### config.mk
export PLATFORM = sky130hd
export DESIGN_NAME = fxp_pe_array_nxn
export DESIGN_NICKNAME = d
export VERILOG_FILES = /design/src/rtl/fxp_pe_array_nxn.sv
export SDC_FILE = /design/constraint.sdc
export NUM_CORES = 2
export LEC_CHECK = 0
export BUFFER_PORTS_ARGS = -buffer_cell sky130_fd_sc_hd__buf_2
export CORE_MARGIN = 2
export CORE_UTILIZATION = 30
export CTS_CLUSTER_DIAMETER = 40
export DETAILED_ROUTE_END_ITERATION = 8
export PLACE_DENSITY = 0.53
export REMOVE_ABC_BUFFERS = 1
export SYNTH_ARGS = -nofsm -noshare
export SYNTH_HDL_FRONTEND = slang
export SYNTH_SLANG_ARGS = --single-unit
### constraint.sdc
create_clock -name clk -period 10.6 [get_ports clk]
set_clock_uncertainty 0.2 [all_clocks]
set_input_delay 0.53 -clock clk [delete_from_list [all_inputs] [get_ports clk]]
set_output_delay 0.53 -clock clk [all_outputs]
set_load 0.02 [all_outputs]
### src/rtl/fxp_pe_array_nxn.sv
// rtl/fxp_pe_array_nxn.sv - sign-magnitude fixed-point NxN matrix-multiply engine
// Loads A and B row-major, runs N MAC cycles on an output-stationary grid, drains C row-major.
module fxp_pe_array_nxn #(
  parameter int N     = 3,
  parameter int W     = 8,
  parameter int FRAC  = 3,
  parameter int ACC_W = 2*W + $clog2(N)
) (
  input  logic         clk,
  input  logic         rstn,
  input  logic         en_in_data,
  output logic         rdy_in_data,
  input  logic         in_mat,
  input  logic         in_new_row,
  input  logic         in_mat_done,
  input  logic         in_acc,
  input  logic [W-1:0] in_data,
  output logic         en_out_data,
  input  logic         rdy_out_data,
  output logic         out_new_row,
  output logic         out_mat_done,
  output logic         out_sat,
  output logic [W-1:0] out_data
);
  localparam int CW = (N > 1) ? $clog2(N) : 1;
  localparam logic [CW-1:0] LAST = CW'(N-1);
  localparam logic [ACC_W-1:0] MAG_MAX = ACC_W'((1 << (W-1)) - 1);

  typedef enum logic [1:0] {LOAD, COMPUTE, DRAIN} state_t;

  state_t                   state_q, state_d;
  logic [CW-1:0]            r_q, r_d, c_q, c_d, k_q, k_d;
  logic [CW-1:0]            orow_q, orow_d, ocol_q, ocol_d;
  logic                     loaded_a_q, loaded_a_d, loaded_b_q, loaded_b_d;
  logic                     live_q, live_d;
  logic [W-1:0]             a_q [N][N], a_d [N][N];
  logic [W-1:0]             b_q [N][N], b_d [N][N];
  logic signed [ACC_W-1:0]  acc_q [N][N], acc_d [N][N];

  logic                     wr;
  logic [W-1:0]             wdata;
  logic signed [2*W-1:0]    prod;
  logic signed [ACC_W-1:0]  sel;
  logic [ACC_W-1:0]         mag, mag_sh;
  logic                     sat;
  logic [W-2:0]             omag;
  logic                     drain;

  function automatic logic signed [W-1:0] sm2tc(input logic [W-1:0] x);
    logic signed [W-1:0] m;
    m = signed'({1'b0, x[W-2:0]});
    return x[W-1] ? -m : m;
  endfunction

  always_comb begin
    state_d     = state_q;
    r_d         = r_q;
    c_d         = c_q;
    k_d         = k_q;
    orow_d      = orow_q;
    ocol_d      = ocol_q;
    loaded_a_d  = loaded_a_q;
    loaded_b_d  = loaded_b_q;
    live_d      = 1'b1;
    a_d         = a_q;
    b_d         = b_q;
    acc_d       = acc_q;
    wr          = 1'b0;
    wdata       = in_data;
    prod        = '0;
    rdy_in_data = 1'b0;

    case (state_q)
      LOAD: begin
        if (loaded_a_q && loaded_b_q) begin
          state_d = COMPUTE;
        end else if (live_q && en_in_data && !(in_mat ? loaded_b_q : loaded_a_q)) begin
          wr = 1'b1;
          // Pad beats write zero and hold the beat until its own slot is reached
          if (in_mat_done) begin
            wdata       = '0;
            rdy_in_data = (r_q == LAST) && (c_q == LAST);
          end else if (in_new_row && (c_q != '0)) begin
            wdata = '0;
          end else begin
            rdy_in_data = 1'b1;
          end
        end
      end
      COMPUTE: begin
        for (int i = 0; i < N; i++) begin
          for (int j = 0; j < N; j++) begin
            prod = (2*W)'(sm2tc(a_q[i][k_q])) * (2*W)'(sm2tc(b_q[k_q][j]));
            acc_d[i][j] = acc_q[i][j] + ACC_W'(prod);
          end
        end
        if (k_q == LAST) begin
          k_d = '0;
          if (in_acc) begin
            state_d    = LOAD;
            loaded_a_d = 1'b0;
            loaded_b_d = 1'b0;
          end else begin
            state_d = DRAIN;
          end
        end else begin
          k_d = k_q + 1'b1;
        end
      end
      DRAIN: begin
        if (rdy_out_data) begin
          if (ocol_q == LAST) begin
            ocol_d = '0;
            if (orow_q == LAST) begin
              orow_d     = '0;
              state_d    = LOAD;
              loaded_a_d = 1'b0;
              loaded_b_d = 1'b0;
              for (int i = 0; i < N; i++)
                for (int j = 0; j < N; j++)
                  acc_d[i][j] = '0;
            end else begin
              orow_d = orow_q + 1'b1;
            end
          end else begin
            ocol_d = ocol_q + 1'b1;
          end
        end
      end
      default: state_d = LOAD;
    endcase

    if (wr) begin
      if (in_mat) b_d[r_q][c_q] = wdata;
      else        a_d[r_q][c_q] = wdata;
      if (c_q == LAST) begin
        c_d = '0;
        if (r_q == LAST) begin
          r_d = '0;
          if (in_mat) loaded_b_d = 1'b1;
          else        loaded_a_d = 1'b1;
        end else begin
          r_d = r_q + 1'b1;
        end
      end else begin
        c_d = c_q + 1'b1;
      end
    end
  end

  // Accumulator to sign-magnitude: truncate magnitude, saturate, fold -0 to +0
  always_comb begin
    sel    = acc_q[orow_q][ocol_q];
    mag    = sel[ACC_W-1] ? $unsigned(-sel) : $unsigned(sel);
    mag_sh = mag >> FRAC;
    sat    = mag_sh > MAG_MAX;
    omag   = sat ? {(W-1){1'b1}} : mag_sh[W-2:0];
    drain  = (state_q == DRAIN);
    en_out_data  = drain;
    out_new_row  = drain && (ocol_q == '0);
    out_mat_done = drain && (orow_q == LAST) && (ocol_q == LAST);
    out_sat      = drain && sat;
    out_data     = drain ? {sel[ACC_W-1] && (omag != '0), omag} : '0;
  end

  always_ff @(posedge clk or negedge rstn) begin
    if (!rstn) begin
      state_q    <= LOAD;
      r_q        <= '0;
      c_q        <= '0;
      k_q        <= '0;
      orow_q     <= '0;
      ocol_q     <= '0;
      loaded_a_q <= 1'b0;
      loaded_b_q <= 1'b0;
      live_q     <= 1'b0;
      for (int i = 0; i < N; i++) begin
        for (int j = 0; j < N; j++) begin
          a_q[i][j]   <= '0;
          b_q[i][j]   <= '0;
          acc_q[i][j] <= '0;
        end
      end
    end else begin
      state_q    <= state_d;
      r_q        <= r_d;
      c_q        <= c_d;
      k_q        <= k_d;
      orow_q     <= orow_d;
      ocol_q     <= ocol_d;
      loaded_a_q <= loaded_a_d;
      loaded_b_q <= loaded_b_d;
      live_q     <= live_d;
      a_q        <= a_d;
      b_q        <= b_d;
      acc_q      <= acc_d;
    end
  end
endmodule
* Word level (Yosys, flattened, before mapping) *
Index checks and enable logic that the tools add are counted.

cells by class
  reductions and logical operators = 25
  equality and inequality tests = 12
  add/sub/neg operators = 21
  multiplexer cells = 83
  bitwise operators = 6
  magnitude comparators = 8
  $mul = 9

operators by type and width
  operator               number
  $mux W162              3
  $pmux W162 S2          1
  $add A18 B16 Y18       9
  $mux W8                19
  $bwmux W72             2
  $mul A8 B8 Y16         9
  $bmux W54 S2           1
  $mux W54               2
  $mux W24               3
  $mux W18               3
  $bmux W24 S2           1
  $bmux W8 S2            3
  $demux W24 S2          1
  $neg A7 Y8             6
  $bmux W18 S2           1
  $mux W1                27
  $mux W2                11
  $neg A18 Y18           1
  $demux W8 S2           1
  $ge A3 B3 Y1 const B   5
  $gt A15 B7 Y1 const B  1
  $not A2 Y3             5
  $eq A2 B2 Y1 const B   6
  $logic_and A1 B1 Y1    12
  17 further kinds       31

word-level totals
  bits of input ports = 16
  flip-flop bits (word level) = 321
  output and inout port bits = 13

* Longest topological paths before layout *
  word-level depth = 14
  mapped depth = 35
  mapped depth without buffers = 28

* Least setup slack after synthesis *
No wires, ideal clock.

  path kind = reg-to-reg
  from = reg k_q[1]
  to = reg acc_q[89] (netlist bit)
  path slack = 2.619 ns
  data arrival time = 7.655 ns
  data required time = 10.274 ns
  library setup time = 0.126 ns
  stages on the path, launching flop included = 28
  clock period less this slack = 7.981 ns
  cells stage by stage = dfrtp_1 -> buf_2 -> nor2b_1 -> clkbuf_1 -> clkbuf_1 -> clkbuf_1 -> a21o_1 -> clkbuf_1 -> inv_1 -> ha_1 -> nor2_1 -> a21oi_1 -> clkbuf_1 -> inv_1 -> nor2_1 -> fa_1 -> fa_1 -> fa_1 -> fa_1 -> ha_1 -> ha_1 -> nor3_1 -> nor2_1 -> and3_1 -> o31ai_1 -> mux2i_1 -> nand4_1 -> a221o_1

between the ends
  word-level cells in the longest chain between the ends = 9
  elaborated cells between the ends (all ways) = 14
  those cells by class = add/sub: 3; mul: 1; mux: 9; bitwise: 1

ends and longest elaborated chain
  what                                                                           RTL line  RTL
  start: declaration                                                             32        logic [CW-1:0] r_q, r_d, c_q, c_d, k_q, k_d;
  start signal: assignment                                                       188       k_q <= k_d;
  $not A2 Y3 (implied by the code) (*)                                           93        prod = (2*W)'(sm2tc(a_q[i][k_q])) * (2*W)'(sm2tc(b_q[k_q][j]));
  $bmux W8 S2 / $bmux W24 S2 (equally long branches)                             93
  $mux W8 (implied by the code) / $mux W24 (equally long branches) (2 in a row)  --
  $neg A7 Y8                                                                     52        return x[W-1] ? -m : m;
  $mux W8                                                                        52
  $mul A8 B8 Y16 (*)                                                             93
  $add A18 B16 Y18 (*)                                                           94        acc_d[i][j] = acc_q[i][j] + ACC_W'(prod);
  $pmux W162 S2 (*)                                                              73        case (state_q)
  end signal: indexed assignment                                                 181       acc_q[i][j] <= '0;
  end signal: assignment                                                         196       acc_q <= acc_d;
  end: declaration                                                               38        logic signed [ACC_W-1:0] acc_q [N][N], acc_d [N][N];

Mark *: on every way between the ends. The rest lies on a longest branch, timed or not. The select of a mux whose other input is x is not followed.
A chain may end at the register's enable or synchronous reset.

* Worst setup path in the final report *
  from = reg k_q[1]
  to = reg acc_q[16] (netlist bit)

between the ends
  word-level cells in the longest chain between the ends = 9
  elaborated cells between the ends (all ways) = 14
  those cells by class = add/sub: 3; mul: 1; mux: 9; bitwise: 1

ends and longest elaborated chain
  what                                                                           RTL line
  $not A2 Y3 (implied by the code) (*)                                           93
  $bmux W8 S2 / $bmux W24 S2 (equally long branches)                             93
  $mux W8 (implied by the code) / $mux W24 (equally long branches) (2 in a row)  93
  $neg A7 Y8                                                                     52
  $mux W8                                                                        52
  $mul A8 B8 Y16 (*)                                                             93
  $add A18 B16 Y18 (*)                                                           94
  $pmux W162 S2 (*)                                                              73

Marked as above.

==> summary.md <==
| Metric | Value |
|---|---|
| Commonest non-fill, non-tap cells in the layout | inv_1 (869), fa_1 (720), nand2_1 (576), nor2_1 (454), ha_1 (385) |
| Hold Path Class | in2reg |
| Cell Rows | 140 |
| Via count | 32.87k |
| Min-Delay Endpoint | orow_q[1] |
| Largest net degree at the start of global routing | 158 |
| Max cap viols | 0 |
| Crit path max-delay family | adder cells |
| Worst Tran Pin Value | 1.293 ns |
| Gr ovfl total | 0 |
| Vias in the first global route | 34.33k |
| Post-synth EDFFs | 0 |
| Hold depth | 3 |
| Crit path buffers/inverters | 7 |
| Critical Path Start Type | flop |
| Setup-failing EPs final | 0 |
| Setup TNS | 0 ns |
| Fillers | 14.89k |
| Slowest Stage Delay on Critical Path | 0.98 ns |
| Initial DRC Count | 2273 |
| H-tree Lvls | 3 |
| Rel. slew slack | 0.1373 |
| Hold Crit Start | rdy_out_data |
| Reg2Reg Setup Slack | 1.92 ns |
| Cell variety after synth | 71 |
| Nets | 5921 |
| N_diodes | 0 |
| Initial core utilization | 0.3029 |
| Antenna violations before repair | 3 |
| Fin. max-slew vios | 0 |
| P&R area growth vs syn | 12.82% |
| Clk slew on worst S/H paths | 0.06 ns |
| Fmax | 0.1152 GHz |
| GRT Util Overall | 0.1850 |
| Total I/O pin count | 29 |
| Synth Area per Inst | 9.250 sq um |
| Vias per inst | 4.853 |
| Ys flop type | dfrtp_1 |
| Port Buf Inserts | 28 |
| RSZ-0062 raised after global routing | no |
| Minimum clock period | 8.678 ns |
| Part of the Yosys area used for sequential elements | 0.1817 |
| Layout cell share with drive strength beyond 1 | 0.07886 |
| Num CTS Buffers | 77 |
| CP required | 10.86 ns |
| DRT antenna net count | 0 |
| Kind of critical path | reg2reg |
| Outcome | finished, final reports clean |
| Core area | 145900 sq um |
| Die area | 150400 sq um |
| Commonest non-fill, non-tap cell in the layout | inv_1 |
| Routability cong. | 0.8866 |
| Register area | 8038 sq um |
| Post-CTS Repair Setup Buffers | 0 |
| Die W | 387.8 um |
| Post-synth ARST share | 1.000 |
| Die Y | 387.8 um |
| Synth Instances | 4778 |
| DR WL/cell | 19.92 um |
| Clk Latency, worst-skew pair | 0.65 ns |
| Critical path data arrival time | 8.94 ns |
| Reg-to-reg critical path endpoint | acc_q[16] |
| Clock Tree Buf Depth | 3 |
| CTS Hold Bufs | 2 |
| Multi-input logic area | 32320 sq um |
| FF+latch count, synth | 321 |
| Slowest cell on crit path | xor2_2 |
| CP Max Fanout | 30 |
| Fin crit share | 0.8187 |
| Worst Reg-to-Reg Cells | 27 |
| Root buffer cell | clkbuf_16 |
| Crit. End Element | flop |
| Crit Reg-Reg Startpoint | k_q[1] |
| Post_cts resized | 0 |
| CP Depth | 27 |
| Post-Synthesis Cell Area | 44200 sq um |
| Drt first pass iters | 7 |
| Post-detail-place hpwl | 101.7 mm |
| CTS tree | done |
| DR DRC count | 0 |
| Num Clock Sinks | 321 |
| Final hold violation count | 0 |
| Yosys warning count | 0 |
| Routed Wire Length | 134.9 mm |
| First-pass GRT wire length | 212.9 mm |
## cells in the mapped netlist (44+ instances only)
library cell  instances  area (sq um)
inv_1               869          3262
fa_1                720         14410
nand2_1             577          2166
nor2_1              456          1712
ha_1                387          4842
dfrtp_1             321          8033
o21ai_0             260          1301
clkbuf_1            165         619.3
xnor2_1             156          1366
a21oi_1             101         505.5
xor2_1               77         674.4
mux2i_1              73         730.7
mux2_2               63         709.4
nand3b_1             56         420.4
nand2b_1             44         275.3
## worst register-to-register path, stage by stage, from the launching register on
cell and delay, ns:
dfrtp_2 0.42, nor2b_4 0.67, buf_4 0.43, nand2_1 0.09
o21ai_0 0.21, inv_1 0.17, a31oi_1 0.38, xor2_2 0.98
buf_4 0.33, nand2_1 0.09, fa_1 0.50, inv_1 0.05
fa_1 0.48, fa_1 0.50, fa_1 0.49, inv_1 0.05
fa_1 0.50, inv_1 0.04, ha_1 0.26, inv_1 0.10
o21bai_1 0.13, a21o_1 0.20, a21o_1 0.20, a21oi_1 0.22
o21ai_0 0.17, o41ai_1 0.36, xor2_1 0.17, o21ai_0 0.09
## state kept, by name, summed over array words and instances, names as in the netlist
| register | flops |
|---|---|
| orow_q | 2 |
| live_q | 1 |
| a_q | 72 |
| loaded_a_q | 1 |
| acc_q | 162 |
| r_q | 2 |
| b_q | 72 |
| loaded_b_q | 1 |
| c_q | 2 |
| k_q | 2 |
| state_q | 2 |
| ocol_q | 2 |
## routing by layer
layer	global-route usage	vias up	share of wire
met2	0.2889	925	0.45
met1	0.2619	16762	0.46
li1	-	15022	-
met3	0.02996	162	0.062
met5	0	-	0
met4	0.05689	0	0.030
## kinds of logic after synthesis
family                   count (synthesis)  share of synthesized area
AND/OR/NAND/NOR                       1297                     0.1255
adder cells (fa/ha/maj)               1107                     0.4357
AO/OA/AOI/OAI                          612                    0.08629
flip-flops                             321                     0.1817
XOR/XNOR                               233                    0.04617
multiplexers                           136                    0.03258
other                                    1                 0.00008484
buffers and inverters                 1071                    0.09197
## how the worst max path moves through the flow
stage           start   endpoint  slack (ns)
2_1_floorplan  k_q[1]  acc_q[16]        0.26
3_3_place_gp   k_q[1]  acc_q[16]        1.93
3_5_place_dp   k_q[1]  acc_q[16]        1.82
4_1_cts        k_q[1]  acc_q[16]        1.79
5_1_grt        k_q[1]  acc_q[16]        1.33
6_report       k_q[1]  acc_q[16]        1.92
## stage by stage
stage	hold slack [ns]	cell area, sq um	setup WS (ns)	std cells	util
2_1_floorplan	0.03441	43410	0.2613	4581	-
3_3_place_gp	0.2511	47010	1.926	6634	0.3222
3_5_place_dp	0.2562	47010	1.820	6634	0.3222
4_1_cts	0.07553	49860	1.794	6774	0.3417
5_1_grt	0.1559	49860	1.325	6774	0.3417
6_report	0.09985	49860	1.922	6774	0.3417
## area by class of cell
cell class / count / area share
clock inverter: 36 / 0.01227
tap: 1917 / 0.04810
timing repair buffer: 138 / 0.01992
sequential: 321 / 0.1612
clock buffer: 102 / 0.04459
inverter: 874 / 0.06579
multi-input combinational: 3386 / 0.6481
Power is not shown: default switching activity piles up to over one toggle a cycle in this logic, so the estimate is an artifact.
